$ cat config.mk
export PLATFORM = sky130hd
export DESIGN_NAME = wb_uart_tx
export DESIGN_NICKNAME = d
export VERILOG_FILES = /design/src/rtl/wb_uart_tx.sv
export SDC_FILE = /design/constraint.sdc
export NUM_CORES = 1
export LEC_CHECK = 0
export CAP_MARGIN = 30
export CELL_PAD_IN_SITES_DETAIL_PLACEMENT = 2
export CELL_PAD_IN_SITES_GLOBAL_PLACEMENT = 2
export CORE_UTILIZATION = 39
export CTS_CLUSTER_DIAMETER = 50
export CTS_CLUSTER_SIZE = 12
export DETAILED_ROUTE_END_ITERATION = 16
export GPL_TIMING_DRIVEN = 0
export PLACE_DENSITY = 0.89
export SYNTH_ARGS = -nofsm -noshare
export SYNTH_HDL_FRONTEND = slang
export SYNTH_SLANG_ARGS = --single-unit
$ cat constraint.sdc
create_clock -name i_clk -period 3.65 [get_ports i_clk]
set_input_delay 0.73 -clock i_clk [delete_from_list [all_inputs] [get_ports i_clk]]
set_output_delay 0.73 -clock i_clk [all_outputs]
set_load 0.05 [all_outputs]
$ cat src/rtl/wb_uart_tx.sv
// wb_uart_tx: Wishbone slave 8N1 UART transmitter fed by a byte FIFO.
// DATA (addr[0]=0) pushes bytes; STATUS (addr[0]=1) reports level, busy and sticky overflow.
module wb_uart_tx #(
    parameter int CLKS_PER_BIT = 434,
    parameter int LGFIFO       = 4
) (
    input  logic        i_clk,
    input  logic        i_reset,
    input  logic        i_wb_cyc,
    input  logic        i_wb_stb,
    input  logic        i_wb_we,
    input  logic [29:0] i_wb_addr,
    input  logic [31:0] i_wb_data,
    input  logic [3:0]  i_wb_sel,
    output logic        o_wb_ack,
    output logic        o_wb_stall,
    output logic [31:0] o_wb_data,
    output logic        o_uart_tx
);
    localparam int DEPTH = 1 << LGFIFO;
    localparam int CW = LGFIFO + 1;
    localparam int BW = $clog2(CLKS_PER_BIT);
    localparam logic [CW-1:0] FULL_C = CW'(DEPTH);
    localparam logic [BW-1:0] BAUD_LAST = BW'(CLKS_PER_BIT - 1);

    typedef enum logic [1:0] {IDLE, START, DATA, STOP} state_t;

    state_t            state_q, state_d;
    logic [BW-1:0]     baud_q, baud_d;
    logic [2:0]        bit_q, bit_d;
    logic [7:0]        shift_q, shift_d;
    logic              tx_q, tx_d;
    logic [7:0]        mem [DEPTH];
    logic [LGFIFO-1:0] wr_ptr_q, rd_ptr_q;
    logic [CW-1:0]     count_q, count_d;
    logic              ovf_q, ovf_d;
    logic              ack_q;
    logic [31:0]       data_q, data_d;
    logic [31:0]       status;
    logic              req, wr_data, push, drop, rd_stat, pop, baud_last;
    logic              unused_bits;

    assign req       = i_wb_cyc && i_wb_stb;
    assign wr_data   = req && i_wb_we && !i_wb_addr[0] && i_wb_sel[0];
    assign push      = wr_data && (count_q < FULL_C);
    assign drop      = wr_data && (count_q == FULL_C);
    assign rd_stat   = req && !i_wb_we && i_wb_addr[0];
    assign baud_last = baud_q == BAUD_LAST;
    assign status    = {20'd0, ovf_q, state_q != IDLE, count_q == FULL_C, count_q == '0, 8'(count_q)};
    assign count_d   = count_q + CW'(push) - CW'(pop);
    // A drop in the same cycle as a STATUS read keeps the flag set.
    assign ovf_d     = drop || (ovf_q && !rd_stat);
    assign data_d    = rd_stat ? status : 32'd0;

    assign o_wb_ack    = ack_q;
    assign o_wb_stall  = 1'b0;
    assign o_wb_data   = data_q;
    assign o_uart_tx   = tx_q;
    assign unused_bits = ^{i_wb_addr[29:1], i_wb_data[31:8], i_wb_sel[3:1]};

    always_ff @(posedge i_clk or posedge i_reset) begin
        if (i_reset) begin
            state_q  <= IDLE;
            baud_q   <= '0;
            bit_q    <= '0;
            shift_q  <= '0;
            tx_q     <= 1'b1;
            wr_ptr_q <= '0;
            rd_ptr_q <= '0;
            count_q  <= '0;
            ovf_q    <= 1'b0;
            ack_q    <= 1'b0;
            data_q   <= '0;
        end else begin
            state_q  <= state_d;
            baud_q   <= baud_d;
            bit_q    <= bit_d;
            shift_q  <= shift_d;
            tx_q     <= tx_d;
            wr_ptr_q <= push ? wr_ptr_q + LGFIFO'(1) : wr_ptr_q;
            rd_ptr_q <= pop ? rd_ptr_q + LGFIFO'(1) : rd_ptr_q;
            count_q  <= count_d;
            ovf_q    <= ovf_d;
            ack_q    <= req;
            data_q   <= data_d;
        end
    end

    always_ff @(posedge i_clk) begin
        if (push) mem[wr_ptr_q] <= i_wb_data[7:0];
    end

    always_comb begin
        state_d = state_q;
        bit_d   = bit_q;
        shift_d = shift_q;
        pop     = 1'b0;
        baud_d  = (state_q == IDLE || baud_last) ? '0 : baud_q + BW'(1);
        case (state_q)
            IDLE: if (count_q != '0) begin
                pop     = 1'b1;
                shift_d = mem[rd_ptr_q];
                state_d = START;
            end
            START: if (baud_last) begin
                state_d = DATA;
                bit_d   = '0;
            end
            DATA: if (baud_last) begin
                shift_d = shift_q >> 1;
                bit_d   = bit_q + 3'd1;
                state_d = (bit_q == 3'd7) ? STOP : DATA;
            end
            STOP: if (baud_last) state_d = IDLE;
            default: state_d = IDLE;
        endcase
    end

    // Line level follows the next state so the register changes with the state.
    always_comb begin
        tx_d = (state_d == START) ? 1'b0 : (state_d == DATA) ? shift_d[0] : 1'b1;
    end
endmodule

Yosys cells after proc, flatten, opt, wreduce, memory -nomap -nowiden
Memories as Yosys holds them, arrays and structs flattened. Cells that the tools add are included. W data, S select, Z words.

Memories: 1. Input bits: 71. Word-level logic and storage cells: 73. Memory bits (writable): 128. Output and inout port bits: 35. Register bits: 50.

Memory list: mem (words 16, bits a word 8, read ports 1, clocked after Yosys merged registers in 0, write ports 1, RTL line 33) `logic [7:0] mem [DEPTH];`.

$add $sub $neg: 6. Reduce and logical (&&, ||, !) cells: 22. Order comparisons: 1. Equal/unequal tests: 11. Mux-type cells: 20.

Operator list (number): $mux W8 (2); $pmux W8 S2 (1); $mux W12 (1); $add A9 B1 Y9 const B (1); $eq A9 B9 Y1 const B (1); $logic_and A1 B1 Y1 (9); $mux W9 (1); $add A4 B1 Y4 const B (2); $mux W2 (4); $pmux W2 S4 (1); $mux W1 (7); $eq A2 B2 Y1 const B (3); $mux W3 (2); $pmux W3 S2 (1); $reduce_and A3 Y1 (2); $reduce_bool A2 Y1 (3); $add A5 B1 Y5 (1); $eq A5 B5 Y1 const B (1); $logic_not A5 Y1 (1); $lt A5 B5 Y1 const B (1); $reduce_bool A5 Y1 (1); $sub A5 B1 Y5 (1); $eq A2 B1 Y1 const B (2); $ne A2 B2 Y1 const B (2); other kinds (6) (9).

Depth between registers and ports, before layout
Gate-level depths: netlist (run 1).

Depth in word-level cells: 7. Depth in mapped cells: 14. Mapped depth without buffers: 13.

Least setup slack after synthesis (run 1)
OpenSTA, ideal clock, no wires.

Kind: flip-flop to flip-flop. Start point: reg count_q[3]. End point: reg count_q[4]. Period minus slack after synthesis: 2.680 ns. Path buffers: 1. Stages on the path, launching flop included: 15. Required time: 3.527 ns. Arrival time: 2.557 ns. Setup slack: 0.970 ns. Library setup time: 0.123 ns. Path through: dfrtp_1 inv_1 ha_1 or4b_4 nand2_4 inv_4 buf_6 ha_1 inv_1 ha_1 fa_1 a21oi_1 nor2_1 nor2_1 xnor2_1.

Longest elaborated chain between the ends: 4. Elaborated cells on any way between the ends: 7. Classes of those cells: 2 x add/sub; 1 x order compare; 2 x mux; 2 x reduce/logical.

Ends and longest elaborated chain: start: declaration (RTL line 35) `logic [CW-1:0] count_q, count_d;`; start signal: assignment (RTL line 82) `count_q <= count_d;`; $reduce_bool A5 Y1 (RTL line 100) `IDLE: if (count_q != '0) begin`; $mux W1 (RTL line 100); $mux W1 (RTL line 99) `case (state_q)`; via pop (RTL line 40) `logic req, wr_data, push, drop, rd_stat, pop, baud_last;`; $sub A5 B1 Y5 (RTL line 50) `assign count_d = count_q + CW'(push) - CW'(pop);`; via count_d[4] (RTL line 35).

The timed path passes the listed nets, and every way through them passes these cells. A chain may end at the register's enable or synchronous reset.

Final worst setup path (run 1)
Same ends and word-level chain as after synthesis.

==> impl_metrics.tcl, run 1 <==
set metrics [dict create \
    syn_to_final_growth_pct 17.6 \
    clock_skew_ps 11.8 \
    final_area_um2 8850 \
    worstMarginPinSlew_ps 1050 \
    worstPathArrival_ps 3400 \
    cts-root-buf "clkbuf_16" \
    p_leak_nw 3.27 \
    clkTransAtPathRegs_ps 70 \
    setup_viol 0 \
    clock_latency_ps 450 \
    worstPathMaxFanout 10 \
    wl_per_cell_um 24.4 \
    max-vdd-ir-drop_mv 0.495 \
    gr-total-overflow 0 \
    ctsHoldBuffers 0 \
    reg2reg_from "count_q[3]$_DFF_PP0_" \
    core_area_um2 18800 \
    max_cap_violations 0 \
    worstHoldStart "baud_q[0]$_DFF_PP0_" \
    start_util_pct 40.0 \
    ios 106 \
    detail-route-antenna-nets 0 \
    cts_made_buffers 17 \
    fin_nets 656 \
    timing.final.crit_share_pct 82.8 \
    first_iter_violations 314 \
    grt_usage_pct 22.5 \
    n_antenna_cell 0 \
    fp.dieW_um 141 \
    met2_usage_pct 39.9 \
    drt_pass1_iterations 5 \
    finalPower_w 0.00451 \
    routed_wl_um 20600 \
    vias 4481 \
    drv_slew 0 \
    grt-busiest-layer "met2" \
    placed_cell_area_um2 8240 \
    antenna_found_initial 0 \
    cp-startpoint "count_q[3]$_DFF_PP0_" \
    grt_max_degree 28 \
    ys_warn_count 0 \
    post_cts.repair.setup_buffers 0 \
    cts_max_path_buffers 2 \
    worstSetupPathType "reg -> reg" \
    rows 50 \
    hp-class "reg -> reg" \
    crit_path_end_kind "flop" \
    dieArea_um2 19900 \
    whs_ps 533 \
    port-buffer-count 24 \
    fin_crit_ps 3020 \
    synth-edff-count 128 \
    synth_ff_type "edfxtp_1" \
    startpoint_type "flop" \
    grt_use_met3_pct 4.52 \
    synthCells 497 \
    postSynthAreaPerCell_um2 15.1 \
    powerDensity_nw_per_um2 510 \
    syn_area_um2 7530 \
    viasPerCell 5.32 \
    synth_seq_area_share_pct 66.7 \
    rsz0062_at_grt "no" \
    grt_pass1_vias 5046 \
    ys_ff_latch 175 \
    status "completed" \
    fmax_mhz 331 \
    slew_headroom_pct 29.7 \
    synth_cell_types 55 \
    htreeDepth 4 \
    drive_gt1_share_pct 16.0 \
    gp_congestion 0.806 \
    cts_tree "done" \
    cts_resized 0 \
    drc 0 \
    critical_path_required_ps 4020 \
    hold_viol_final 0 \
    grt_use_met1_pct 26.0 \
    async_reset_ff_share_pct 26.9 \
    cts_sinks 175 \
    grt_pass1_wl_um 31400 \
    dp_hpwl_um 13500 \
    die_height_um 141 \
]
==> synth_stat cells (8+ instances only) <==
library cell | count | share of area (%)
buf_4 | 27 | 2.7
mux2i_1 | 39 | 5.2
dfrtp_1 | 46 | 15
nand4_1 | 12 | 1.0
a22oi_1 | 12 | 1.2
inv_1 | 13 | 0.65
ha_1 | 15 | 2.5
nor3_1 | 10 | 0.67
xnor2_1 | 14 | 1.6
edfxtp_1 | 128 | 51
a21oi_1 | 9 | 0.60
nand3_1 | 16 | 1.1
nand2_1 | 20 | 1.0
nor2_1 | 36 | 1.8
mux4_1 | 8 | 2.8
==> path summary, 6_finish.rpt <==
check                                        to  slack, ps  cells past startpoint
min                         baud_q[0]$_DFF_PP0_        530                      1
min in group asynchronous  count_q[1]$_DFF_PP0_        650                      2
max                        count_q[4]$_DFF_PP0_        630                     14
min reg2reg                 baud_q[0]$_DFF_PP0_        530                      1
max reg2reg                count_q[4]$_DFF_PP0_        630                     14
max in group asynchronous   o_uart_tx$_DFF_PP1_       2410                      3
==> state kept, by name (all words and copies together) (netlist names), 3 cells and up <==
| name | cells |
|---|---|
| bit_q | 3 |
| rd_ptr_q | 4 |
| count_q | 5 |
| mem | 128 |
| wr_ptr_q | 4 |
| baud_q | 9 |
| o_wb_data | 9 |
| shift_q | 8 |
==> cells in the final DEF (no fill, tap or decap), drive strengths merged, types with 21 or more instances in the layout <==
master | Yosys | layout
buf | 43 | 49
edfxtp | 128 | 128
mux2i | 39 | 39
nor2 | 36 | 36
nand2 | 21 | 21
conb | 1 | 24
clkdlybuf4s50 | 0 | 24
clkbuf | 4 | 21
inv | 14 | 24
dfrtp | 46 | 46
==> stage by stage <==
step           setup WS [ps]  instances  util, %  TNS (ps)
6_report                 627        842     47.0         0
5_1_grt                  451        842     47.0         0
3_5_place_dp             212        807     43.7         0
3_3_place_gp           -49.9        804     43.4      -479
4_1_cts                  610        839     46.9         0
2_1_floorplan            970        520        -         0
==> logic make-up after synthesis <==
logic type	count (synthesis)	share of synthesized area, %
flops	175	66.7
simple gates	125	8.70
buf+inv	61	5.22
mux	55	10.2
compound gates	46	4.24
xor+xnor	18	2.09
fa+ha+maj	16	2.76
other cells	1	0.0498
==> cell type report <==
type                    instances  area, µm²
fillers                      1795       9980
flip-flops and latches        175       5020
multi-input cells             284       2220
clock buffers                  17        425
plain buffers                  47        338
well taps                     260        325
repair buffers                 30        305
clock inverters                15        160
inverters                      14       55.1
==> worst max-delay path: stages, from the launching register on <==
cell,delay [ps]
dfrtp_1,390
inv_1,110
ha_1,170
or4b_4,490
nand2_4,160
inv_4,70
buf_6,150
ha_1,280
inv_1,40
ha_1,200
fa_1,410
a21oi_1,170
nor2_1,60
nor2_1,120
xnor2_1,120
==> routing by layer <==
metal	wire length (µm)	vias to the layer above
met3	844	39
met1	8240	2330
li1	-	1967
met2	10800	145
met5	0	-
met4	644	0
==> report_power, final <==
group | switching (W) | internal, W
combinational | 0.000291 | 0.000169
sequential | 0.0000499 | 0.00220
clock | 0.000881 | 0.000921
total | 0.00122 | 0.00329
Power figures use the tool's default switching activity.
==> run 2, diff against run 1 <==
clock period = 2.86 ns   (was 3.65 ns; I/O delays follow)
==> run 2 against run 1 <==
Against the previous run:
- worst hold slack worse by 35 ps
- design area up 0.92%
- maximum frequency up 11%
- global-route usage up 0.11 points
- first-iteration DRC count down 9.2%
- utilization up 0.43 points
- power up 30%
- flip-flop and latch count unchanged
- clock skew down 3.1 ps
- register-to-register slack worse by 500 ps
- via count up 0.69%
- critical path type unchanged
- critical endpoint unchanged
- largest cell class unchanged
==> impl_metrics.tcl, run 2 (synthesis gave the netlist of run 1 again) <==
set metrics [dict create \
    startpoint_type "flop" \
    max_cap_violations 0 \
    n_antenna_cell 0 \
    crit_path_end_kind "flop" \
    grt_max_degree 28 \
    cts_tree "done" \
    syn_to_final_growth_pct 18.7 \
    drive_gt1_share_pct 18.0 \
    ios 106 \
    crit_buf_inv 3 \
    clock_latency_ps 450 \
    drv_slew 0 \
    worstMarginPinSlew_ps 1070 \
    wl_met2_um 11100 \
    viasPerCell 5.31 \
    crit_chain "inv_2, ha_1, or4b_4, nand2_8, inv_4, ha_4, inv_1, ha_2, fa_2, a21oi_2, nor2_1, nor2_1, xnor2_1" \
    htreeDepth 4 \
    max-vdd-ir-drop_mv 0.612 \
    worstPathMaxFanout 13 \
    largest_reg_flops 128 \
    grt_pass1_vias 5041 \
    fp.dieW_um 141 \
    path_common_cell "nor2_1" \
    critPathMaxStageDelay_ps 510 \
    start_util_pct 40.0 \
    fin_crit_ps 2730 \
    fin_nets 663 \
    clock_skew_ps 8.69 \
    dieArea_um2 19900 \
    worstPathArrival_ps 3100 \
    power.switching_w 0.00160 \
    cts_made_buffers 17 \
    grt_pass1_wl_um 31500 \
    cp_slowest_cell "or4b_4" \
    vias 4512 \
    pwr-share-comb_pct 11.5 \
    cts_max_path_buffers 2 \
    die_height_um 141 \
    slew_headroom_pct 28.0 \
    setup_viol 0 \
    regMostFlops "mem" \
    seqPwrFrac_pct 49.1 \
    detail-route-antenna-nets 0 \
    rows 50 \
    p_leak_nw 3.30 \
    status "completed" \
    worstSetupPathType "reg -> reg" \
    cts-root-buf "clkbuf_16" \
    critPathTopFamily "adder cells" \
    final_area_um2 8930 \
    routed_wl_um 20700 \
    hold_viol_final 0 \
    internal_power_w 0.00425 \
    p_sw_share_pct 27.3 \
    fillers 1782 \
    wl_per_cell_um 24.4 \
    gp_congestion 0.806 \
    cts_sinks 175 \
    highest-signal-layer "met4" \
    cp-startpoint "count_q[2]$_DFF_PP0_" \
    wl_met1_um 7800 \
    core_area_um2 18800 \
    antenna_found_initial 0 \
    timing.final.crit_share_pct 95.5 \
    wl_met3_um 1290 \
    layout_commonest_cell "edfxtp_1" \
    clkTransAtPathRegs_ps 70 \
    power.share.clock_pct 39.4 \
    critical_path_required_ps 3230 \
    placed_cell_area_um2 8240 \
    utilization_pct 47.4 \
    final_cell_mix "edfxtp_1 (128), dfrtp_1 (46), mux2i_1 (39), buf_4 (38), nor2_1 (36)" \
    grt_usage_pct 22.6 \
    gr-total-overflow 0 \
    hp-class "in -> async" \
    reg2reg_from "count_q[2]$_DFF_PP0_" \
    drc 0 \
    powerDensity_nw_per_um2 655 \
    drt_pass1_iterations 4 \
    fmax_mhz 366 \
    finalPower_w 0.00585 \
    multi_input_area_um2 2250 \
    dp_hpwl_um 13500 \
    port-buffer-count 24 \
    regArea_um2 5020 \
    first_iter_violations 285 \
]
==> run 2: cell count changes in the layout (fill, tap and decap cells not counted), sizes merged <==
cell and change:
buf +6, clkbuf +1
==> run 2: per-stage QoR <==
step,worst slack (ps),instances,hold WS [ps],TNS (ps)
after floorplan,180,520,466,0
after global placement,-682,804,492,-26310
after detailed placement,-420,807,508,-24090
after CTS,12.7,840,515,0
after global routing,-38.3,849,523,-38.3
final,128,849,498,0
==> run 2: power groups by stage <==
stage | logic, W | clock network, W | registers (W)
after CTS | 0.000607 | 0.00234 | 0.00287
final | 0.000670 | 0.00231 | 0.00287
after global placement | 0.000517 | 0 | 0.00292
after floorplan | 0.000403 | 0 | 0.00292
after detailed placement | 0.000585 | 0 | 0.00293
after global routing | 0.000733 | 0.00242 | 0.00288
==> run 2: path summary, 6_finish.rpt <==
path / cells after the start / slack [ps] / to
worst max-delay path: 13 / 130 / count_q[4]$_DFF_PP0_
worst min register to register: 1 / 540 / baud_q[0]$_DFF_PP0_
max in group asynchronous: 3 / 1780 / o_uart_tx$_DFF_PP1_
worst max register to register: 13 / 130 / count_q[4]$_DFF_PP0_
worst min-delay path: 2 / 500 / count_q[1]$_DFF_PP0_
min in group i_clk: 1 / 540 / baud_q[0]$_DFF_PP0_
==> run 2: metal layers <==
layer	GRT usage, %	vias up
met5	0	-
met4	11.4	0
met3	4.79	35
met2	39.9	161
met1	25.9	2334
li1	-	1982
==> run 2: layout make-up <==
type / count / share of cell area, %
Sequential cell: 175 / 56.2
Timing Repair Buffer: 38 / 4.09
Clock buffer: 17 / 4.76
Tap cell: 260 / 3.64
Multi-Input combinational cell: 284 / 25.2
Clock inverter: 15 / 1.79
Inverter: 14 / 0.617
Buffer: 46 / 3.69
==> run 2: what timing repair did <==
item                       in CTS  in global routing
setup endpoints to repair       1                  1
hold buffers                    0                  0
gates resized for setup         5                  3
pin swaps                       0                  4
hold endpoints to repair        0                  0
setup buffers                   1                  6
==> run 2: worst reg2reg max path, cell delays in order, from the launching register on <==
cell     delay [ps]
dfrtp_1         400
inv_2            80
ha_1            150
or4b_4          510
nand2_8         100
inv_4            90
ha_4            270
inv_1            40
ha_2            180
fa_2            380
a21oi_2         150
nor2_1           50
nor2_1          140
xnor2_1         130
